--- config.mk ---
export PLATFORM = sky130hd
export DESIGN_NAME = spi_cmd_decoder
export DESIGN_NICKNAME = d
export VERILOG_FILES = /design/src/rtl/spi_cmd_decoder_pkg.sv /design/src/rtl/spi_cmd_decoder_rx_sync.sv /design/src/rtl/spi_cmd_decoder.sv
export SDC_FILE = /design/constraint.sdc
export NUM_CORES = 1
export LEC_CHECK = 0
export CORE_MARGIN = 2
export CORE_UTILIZATION = 55
export CTS_CLUSTER_SIZE = 40
export DETAILED_ROUTE_END_ITERATION = 10
export PLACE_DENSITY = 0.77
export SKIP_LAST_GASP = 1
export SYNTH_ARGS = -nofsm -noshare
export SYNTH_HDL_FRONTEND = slang
export SYNTH_SLANG_ARGS = --single-unit
--- constraint.sdc ---
create_clock -name clk -period 2 [get_ports clk]
set_input_delay 0.6 -clock clk [delete_from_list [all_inputs] [get_ports clk]]
set_output_delay 0.6 -clock clk [all_outputs]
set_load 0.1 [all_outputs]
--- src/rtl/spi_cmd_decoder_pkg.sv ---
// Shared types and constants for the SPI command decoder: FSM states,
// register map and the fixed bytes returned on MISO.
package spi_cmd_pkg;

    typedef enum logic [1:0] {
        IDLE = 2'd0,
        CMD  = 2'd1,
        DATA = 2'd2,
        ERR  = 2'd3
    } state_e;

    localparam logic [1:0] REG_LED     = 2'd0;
    localparam logic [1:0] REG_SCRATCH = 2'd1;
    localparam logic [1:0] REG_FRMCNT  = 2'd2;
    localparam logic [1:0] REG_VER     = 2'd3;

    localparam logic [7:0] ERR_BYTE  = 8'hEE;
    localparam logic [7:0] IDLE_BYTE = 8'h00;

    function automatic logic [7:0] reg_mux(input logic [7:0] r0,
                                           input logic [7:0] r1,
                                           input logic [7:0] r2,
                                           input logic [7:0] r3,
                                           input logic [1:0] addr);
        logic [7:0] val;
        val = r0;
        case (addr)
            REG_LED:     val = r0;
            REG_SCRATCH: val = r1;
            REG_FRMCNT:  val = r2;
            REG_VER:     val = r3;
            default:     val = r0;
        endcase
        return val;
    endfunction

endpackage

--- src/rtl/spi_cmd_decoder_rx_sync.sv ---
// Multi-flop synchronizer with rise/fall detection for one asynchronous input.
// Edges are suppressed until the chain holds only post-reset samples.
module spi_rx_sync #(
    parameter int   STAGES  = 2,
    parameter logic RST_VAL = 1'b0
) (
    input  logic clk,
    input  logic rst_n,
    input  logic async_in,
    output logic lvl,
    output logic rise,
    output logic fall
);

    logic [STAGES-1:0] sync_q, sync_d;
    logic              prev_q, prev_d;
    logic [STAGES:0]   vld_q, vld_d;

    always_comb begin
        sync_d = {sync_q[STAGES-2:0], async_in};
        prev_d = sync_q[STAGES-1];
        vld_d  = {vld_q[STAGES-1:0], 1'b1};
    end

    always_ff @(posedge clk or negedge rst_n) begin
        if (!rst_n) begin
            sync_q <= {STAGES{RST_VAL}};
            prev_q <= RST_VAL;
            vld_q  <= '0;
        end else begin
            sync_q <= sync_d;
            prev_q <= prev_d;
            vld_q  <= vld_d;
        end
    end

    // A pin already active at reset release must not look like a fresh edge.
    assign lvl  = sync_q[STAGES-1];
    assign rise = vld_q[STAGES] &  lvl & ~prev_q;
    assign fall = vld_q[STAGES] & ~lvl &  prev_q;

endmodule

--- src/rtl/spi_cmd_decoder.sv ---
// SPI command decoder: frames a command byte followed by data bytes into a
// four-entry register file (LED, scratch, frame counter, version).
//
// state | meaning
// IDLE  | chip select high, waiting for a frame
// CMD   | frame open, next byte is the command
// DATA  | streaming data bytes, pointer auto-increments
// ERR   | bad command, bytes ignored until chip select rises
module spi_cmd_decoder
    import spi_cmd_pkg::*;
#(
    parameter int         SYNC_STAGES = 2,
    parameter logic [7:0] VERSION     = 8'hA5
) (
    input  logic       clk,
    input  logic       rst_n,
    input  logic       ce0,
    input  logic       ssig,
    input  logic [7:0] rx_byte,
    output logic [7:0] tx_byte,
    output logic [3:0] leds,
    output logic       cmd_err
);

    logic ce0_lvl, ce0_rise, ce0_fall;
    logic ssig_lvl, ssig_rise, ssig_fall;
    logic byte_ev;
    logic unused_ssig;

    spi_rx_sync #(.STAGES(SYNC_STAGES), .RST_VAL(1'b1)) u_sync_ce0 (
        .clk      (clk),
        .rst_n    (rst_n),
        .async_in (ce0),
        .lvl      (ce0_lvl),
        .rise     (ce0_rise),
        .fall     (ce0_fall)
    );

    spi_rx_sync #(.STAGES(SYNC_STAGES), .RST_VAL(1'b0)) u_sync_ssig (
        .clk      (clk),
        .rst_n    (rst_n),
        .async_in (ssig),
        .lvl      (ssig_lvl),
        .rise     (ssig_rise),
        .fall     (ssig_fall)
    );

    assign unused_ssig = ssig_lvl ^ ssig_fall;
    assign byte_ev     = ssig_rise & ~ce0_lvl;

    state_e     state_q, state_d;
    logic [7:0] reg0_q, reg0_d;
    logic [7:0] reg1_q, reg1_d;
    logic [7:0] frmcnt_q, frmcnt_d;
    logic [1:0] ptr_q, ptr_d;
    logic       wr_q, wr_d;
    logic       seen_q, seen_d;
    logic [7:0] tx_q, tx_d;
    logic       err_q, err_d;
    logic [1:0] ptr_nxt;

    assign ptr_nxt = ptr_q + 2'd1;

    always_comb begin
        state_d  = state_q;
        reg0_d   = reg0_q;
        reg1_d   = reg1_q;
        frmcnt_d = frmcnt_q;
        ptr_d    = ptr_q;
        wr_d     = wr_q;
        seen_d   = seen_q;
        tx_d     = tx_q;
        err_d    = err_q;

        // Chip-select release beats any byte arriving in the same cycle.
        if (ce0_rise) begin
            state_d = IDLE;
            err_d   = 1'b0;
            tx_d    = IDLE_BYTE;
            if (state_q == DATA && seen_q)
                frmcnt_d = frmcnt_q + 8'd1;
        end else begin
            case (state_q)
                IDLE: begin
                    tx_d = IDLE_BYTE;
                    if (ce0_fall) begin
                        state_d = CMD;
                        seen_d  = 1'b0;
                    end
                end
                CMD: begin
                    tx_d = IDLE_BYTE;
                    if (byte_ev) begin
                        if (rx_byte[6:2] != 5'd0) begin
                            state_d = ERR;
                            err_d   = 1'b1;
                            tx_d    = ERR_BYTE;
                        end else begin
                            state_d = DATA;
                            ptr_d   = rx_byte[1:0];
                            wr_d    = rx_byte[7];
                            seen_d  = 1'b0;
                            tx_d    = rx_byte[7] ? IDLE_BYTE
                                    : reg_mux(reg0_q, reg1_q, frmcnt_q, VERSION, rx_byte[1:0]);
                        end
                    end
                end
                DATA: begin
                    if (byte_ev) begin
                        seen_d = 1'b1;
                        ptr_d  = ptr_nxt;
                        if (wr_q) begin
                            if (ptr_q == REG_LED)     reg0_d = rx_byte;
                            if (ptr_q == REG_SCRATCH) reg1_d = rx_byte;
                        end else begin
                            tx_d = reg_mux(reg0_q, reg1_q, frmcnt_q, VERSION, ptr_nxt);
                        end
                    end
                end
                ERR: begin
                    tx_d  = ERR_BYTE;
                    err_d = 1'b1;
                end
                default: state_d = IDLE;
            endcase
        end
    end

    always_ff @(posedge clk or negedge rst_n) begin
        if (!rst_n) begin
            state_q  <= IDLE;
            reg0_q   <= 8'h00;
            reg1_q   <= 8'h00;
            frmcnt_q <= 8'h00;
            ptr_q    <= 2'd0;
            wr_q     <= 1'b0;
            seen_q   <= 1'b0;
            tx_q     <= IDLE_BYTE;
            err_q    <= 1'b0;
        end else begin
            state_q  <= state_d;
            reg0_q   <= reg0_d;
            reg1_q   <= reg1_d;
            frmcnt_q <= frmcnt_d;
            ptr_q    <= ptr_d;
            wr_q     <= wr_d;
            seen_q   <= seen_d;
            tx_q     <= tx_d;
            err_q    <= err_d;
        end
    end

    assign tx_byte = tx_q;
    assign leds    = reg0_q[3:0];
    assign cmd_err = err_q;

endmodule
* Yosys cells after proc, flatten, opt, wreduce, memory -nomap -nowiden *
Cells that the tools add are included.

operators by class
  add/subtract/negate cells = 2
  equal/unequal tests = 19
  mux-type cells = 27
  bitwise logic cells = 12
  reduce and logical (&&, ||, !) cells = 19

operators with widths
  cell                   number
  $pmux W8 S4            3
  $mux W8                6
  $ne A3 B3 Y1 const B   5
  $reduce_and A5 Y1      3
  $eq A2 B2 Y1 const B   6
  $mux W2                6
  $reduce_bool A3 Y1     3
  $add A8 B1 Y8 const B  1
  $eq A2 B1 Y1 const B   4
  $logic_not A2 Y1       4
  $mux W1                8
  $ne A2 B2 Y1 const B   4
  $pmux W2 S2            2
  $and A1 B1 Y1          7
  $reduce_and A3 Y1      2
  $reduce_and A6 Y1      1
  $not A1 Y1             5
  $reduce_bool A5 Y1     1
  $reduce_and A2 Y1      2
  $reduce_and A4 Y1      1
  $pmux W1 S3            1
  $add A2 B1 Y2 const B  1
  $pmux W1 S2            1
  $reduce_bool A2 Y1     1
  $logic_and A1 B1 Y1    1

storage, ports and cells
  flip-flop bits (word level) = 51
  output and inout port bits = 13

* Longest topological paths before layout *
  depth after elaboration = 7
  mapped depth = 7

* Hierarchy *
A second synthesis with hierarchy kept.

second synthesis, totals
  cells, all modules = 228
  area total of the unflattened synthesis = 2612.5 sq um

by module, submodules not included
  module                      times used  cells each  area each (sq um)
  spi_cmd_decoder             1           210         2265.9
  spi_rx_sync at u_sync_ce0   1           9           175.2
  spi_rx_sync at u_sync_ssig  1           9           171.4

* Worst setup path before layout *
No wires, ideal clock.

  path kind = in2reg
  start = input rx_byte[5]
  end = register tx_q[0] (netlist: tx_byte[0])
  library setup time = 0.079 ns
  arrival time = 1.828 ns
  required time = 1.921 ns
  path slack = 0.093 ns
  stages on the path = 4
  path buffers = 0
  cells stage by stage = or4_1 or3_4 nor4b_2 o21bai_1

on the way
  longest elaborated chain between the ends = 5

RTL lines
  element                 line                    source
  start: declaration      spi_cmd_decoder.sv:19   input logic [7:0] rx_byte,
  $reduce_bool A5 Y1      spi_cmd_decoder.sv:94   if (rx_byte[6:2] != 5'd0) begin
  $mux W8                 spi_cmd_decoder.sv:94
  $mux W8                 spi_cmd_decoder.sv:93   if (byte_ev) begin
  $pmux W8 S4             spi_cmd_decoder.sv:83   case (state_q)
  $mux W8                 spi_cmd_decoder.sv:76   if (ce0_rise) begin
  end signal: assignment  spi_cmd_decoder.sv:148  tx_q <= tx_d;
  end: declaration        spi_cmd_decoder.sv:58   logic [7:0] tx_q, tx_d;

No other way between the ends.
A chain may end at the register's enable or synchronous reset.

* Final worst setup path *
Same ends and word-level chain as after synthesis.

==> metrics.md <==
| Metric | Value |
|---|---|
| Post-synthesis cell type count | `52` |
| TritonRoute pass-1 iters | `4` |
| Clock Sinks | `48` |
| Antenna violations before repair | `0` |
| Synthesized cell area | `0.00249 mm2` |
| Post-synth EDFFs | `0` |
| DRC | `0` |
| Period Utilization, post-route | `97.7%` |
| GR peak layer | `met2` |
| Measured slew at the worst slew-check pin | `0.493 ns` |
| CP Cell Sequence | `clkdlybuf4s15_1 > or4_4 > or3_4 > nor4b_2 > o21bai_1` |
| Post-route setup TNS | `0 ns` |
| H-tree lvl count | `2` |
| TritonCTS clock tree | `done` |
| Clock period minus worst slack | `1.95 ns` |
| Async set-reset flop share out of synthesis | `100%` |
| Vias in the first global route | `2,000` |
| Routed WL | `6030 um` |
| F_max | `512 MHz` |
| Synthesized flop and latch total | `48` |
| # diodes | `0` |
| GP Congestion | `0.953` |
| Peak VDD IR | `0.500 mV` |
| Boundary Pins | `25` |
| GRT met2 Usage | `40.9%` |
| Vias | `2,017` |
| Placed Cells incl. Taps | `328` |
| Slowest stage cell, crit path | `or4_4` |
| # fillers | `316` |
| Met3 Usage GRT | `5.91%` |
| Hold Crit Class | `in2async` |
| Arrival @ worst endpoint | `2.18 ns` |
| Setup ws final | `0.0460 ns` |
| Die height | `71.3 um` |
| Top-area cell type share of the netlist area | `45.2%` |
| Pwr Density | `766 mW/mm2` |
| Fin. max-slew vios | `0` |
| Clock slew at reported path FFs | `0.09 ns` |
| Slowest Stage Delay on Critical Path | `0.57 ns` |
| Yosys warns | `0` |
| Clock Skews | `0.0103 ns` |
| Die area | `0.00508 mm2` |
| Synthesis-to-finish area growth | `28.3%` |
| Detail Placement HPWL | `4580 um` |
| Seq/Total Area, Yosys | `48.4%` |
| Average wire per standard cell | `17.9 um` |
| Max Cap Viol | `0` |
| Critical path launch point type | `input port` |
| Starting Density | `57.2%` |
| CP Data Required Time | `2.23 ns` |
| P_leak | `1.37 nW` |
| Row count | `24` |
| Post-synth net total | `257` |
| Count of hold-fix buffers inserted at cts | `0` |
| Worst-path fanout max | `4` |
| Worst-case clock buffer depth | `2` |
| Port buffer count | `24` |
| Synth Flop Type | `dfrtp_1` |
| Layout cells sized above 1 | `26.0%` |
| RSZ-0062 raised after global routing | `no` |
| GRT overflow | `0` |
| Clock Latency Late Sink | `0.30 ns` |
| Post-synth top cells | `dfrtp_1 (45), nand2_1 (22), a21oi_1 (16), mux2_2 (13), inv_1 (11)` |
| Crit Path Class | `in2reg` |
| Initial drt markers | `165` |
| Power Total | `2.45 mW` |
| Final hold vios | `0` |
| Slew headroom | `67.0%` |
| Synth area leader | `dfrtp_1` |
| Clk root buf | `clkbuf_8` |
| First-pass GRT wire length | `9960 um` |
| CTS Buf Count | `5` |
| Vias per std cell | `5.99` |
| Largest cells by area after synthesis | `dfrtp_1 (45%), mux2_2 (5.9%), nand2_1 (3.3%), a21oi_1 (3.2%), mux2i_1 (3.2%)` |
| Pre-CTS WS | `-0.497 ns` |
| Core area | `0.00435 mm2` |
| Chip Width | `71.3 um` |
| Met1 Usage GRT | `34.0%` |
| Crit. End Element | `register` |
| GRT Util Overall | `25.6%` |
| Final setup vio count | `0` |
| Final #Nets | `301` |
| Syn avg cell area | `10.4 um2` |
| Largest net degree at the start of global routing | `22` |
| ANT nets after route | `0` |
| Post-Syn Instances | `240` |
| Final Non-Filler Cells | `337` |
| Status | `complete, no violations` |
| Most common cell in the netlist | `dfrtp_1` |
[cells in the final DEF, fill, tap and decap left out, types with 5 or more instances in the layout]
cell / count
o21ai_1: 10
nor2_1: 6
o21ai_0: 5
nand2_1: 22
nand2b_1: 5
buf_12: 13
dfrtp_1: 45
mux2i_1: 8
mux2_2: 13
buf_4: 28
a21oi_1: 16
xnor2_1: 6
a22oi_1: 10
inv_1: 11
ha_1: 5
o211ai_1: 5
clkdlybuf4s50_1: 6
nor2b_1: 6
clkbuf_8: 6
[final timing paths]
check                                               startpoint                               to  slack (ns)  cells after the start
max in group asynchronous                                rst_n            reg0_q[1]$_DFFE_PN0P_        1.19                      2
worst max-delay path                                rx_byte[5]           tx_byte[0]$_DFFE_PN0P_        0.05                      5
worst min-delay path                                     rst_n  u_sync_ssig.sync_q[1]$_DFF_PN0_        0.20                      1
worst min register to register  u_sync_ssig.vld_q[0]$_DFF_PN0_   u_sync_ssig.vld_q[1]$_DFF_PN0_        0.36                      0
min in group clk                u_sync_ssig.vld_q[0]$_DFF_PN0_   u_sync_ssig.vld_q[1]$_DFF_PN0_        0.36                      0
worst max register to register  u_sync_ce0.sync_q[1]$_DFF_PN1_            reg0_q[7]$_DFFE_PN0P_        0.12                      4
[stage by stage]
step	area, um2	utilization (%)	hold slack (ns)
after detailed placement	3050	70.0	0.340
final	3200	73.4	0.205
after global placement	3050	70.0	0.332
after global routing	3200	73.4	0.226
after CTS	3190	73.2	0.206
after floorplan	2490	-	0.304
[flip-flops by register name (all words and copies together), names as in the netlist]
signal / flops
wr_q: 1
frmcnt_q: 8
seen_q: 1
u_sync_ce0.prev_q: 1
state_q: 2
cmd_err: 1
reg1_q: 8
u_sync_ssig.vld_q: 2
tx_byte: 8
reg0_q: 8
ptr_q: 2
u_sync_ce0.vld_q: 1
u_sync_ce0.sync_q: 2
u_sync_ssig.prev_q: 1
u_sync_ssig.sync_q: 2
[critical path: cells and delay by family]
family	cells	cell delay, ns
simple gates	3	1.21
buf+inv	1	0.23
compound gates	1	0.14
[cell type report]
class / instances / area [um2] / share of cell area (%)
clock buffer: 6 / 82.6 / 2.58
sequential: 48 / 1200 / 37.7
timing repair buffer: 52 / 576 / 18.0
inverter: 12 / 45.0 / 1.41
multi-input combinational: 165 / 1180 / 37.0
tap: 52 / 65.1 / 2.04
clock inverter: 2 / 38.8 / 1.21
[per-layer routing]
layer  vias up  share of wire, %
met2        82                48
met4         0               2.4
li1        960                 -
met1       961                42
met5         -                 0
met3        14               7.7
[where the power goes]
group	internal, mW	switching (mW)
registers	1.03	0.0609
clock network	0.409	0.318
logic	0.235	0.396
[cells by family (layout without fill, tap and decap cells)]
group / count (synthesis) / after routing / synth area share [%]
simple gates: 67 / 67 / 15.6
compound gates: 63 / 63 / 16.5
flops: 48 / 48 / 48.4
buf+inv: 27 / 72 / 4.82
mux: 22 / 22 / 9.54
xor+xnor: 7 / 7 / 2.46
fa+ha+maj: 5 / 5 / 2.51
other cells: 1 / 1 / 0.151
[timing repair]
action,4_1_cts,5_1_grt
pin swaps,5,1
resized for setup,5,3
buffers inserted,1,0
setup endpoints to repair,4,4
(Power assumes the default switching activity.)
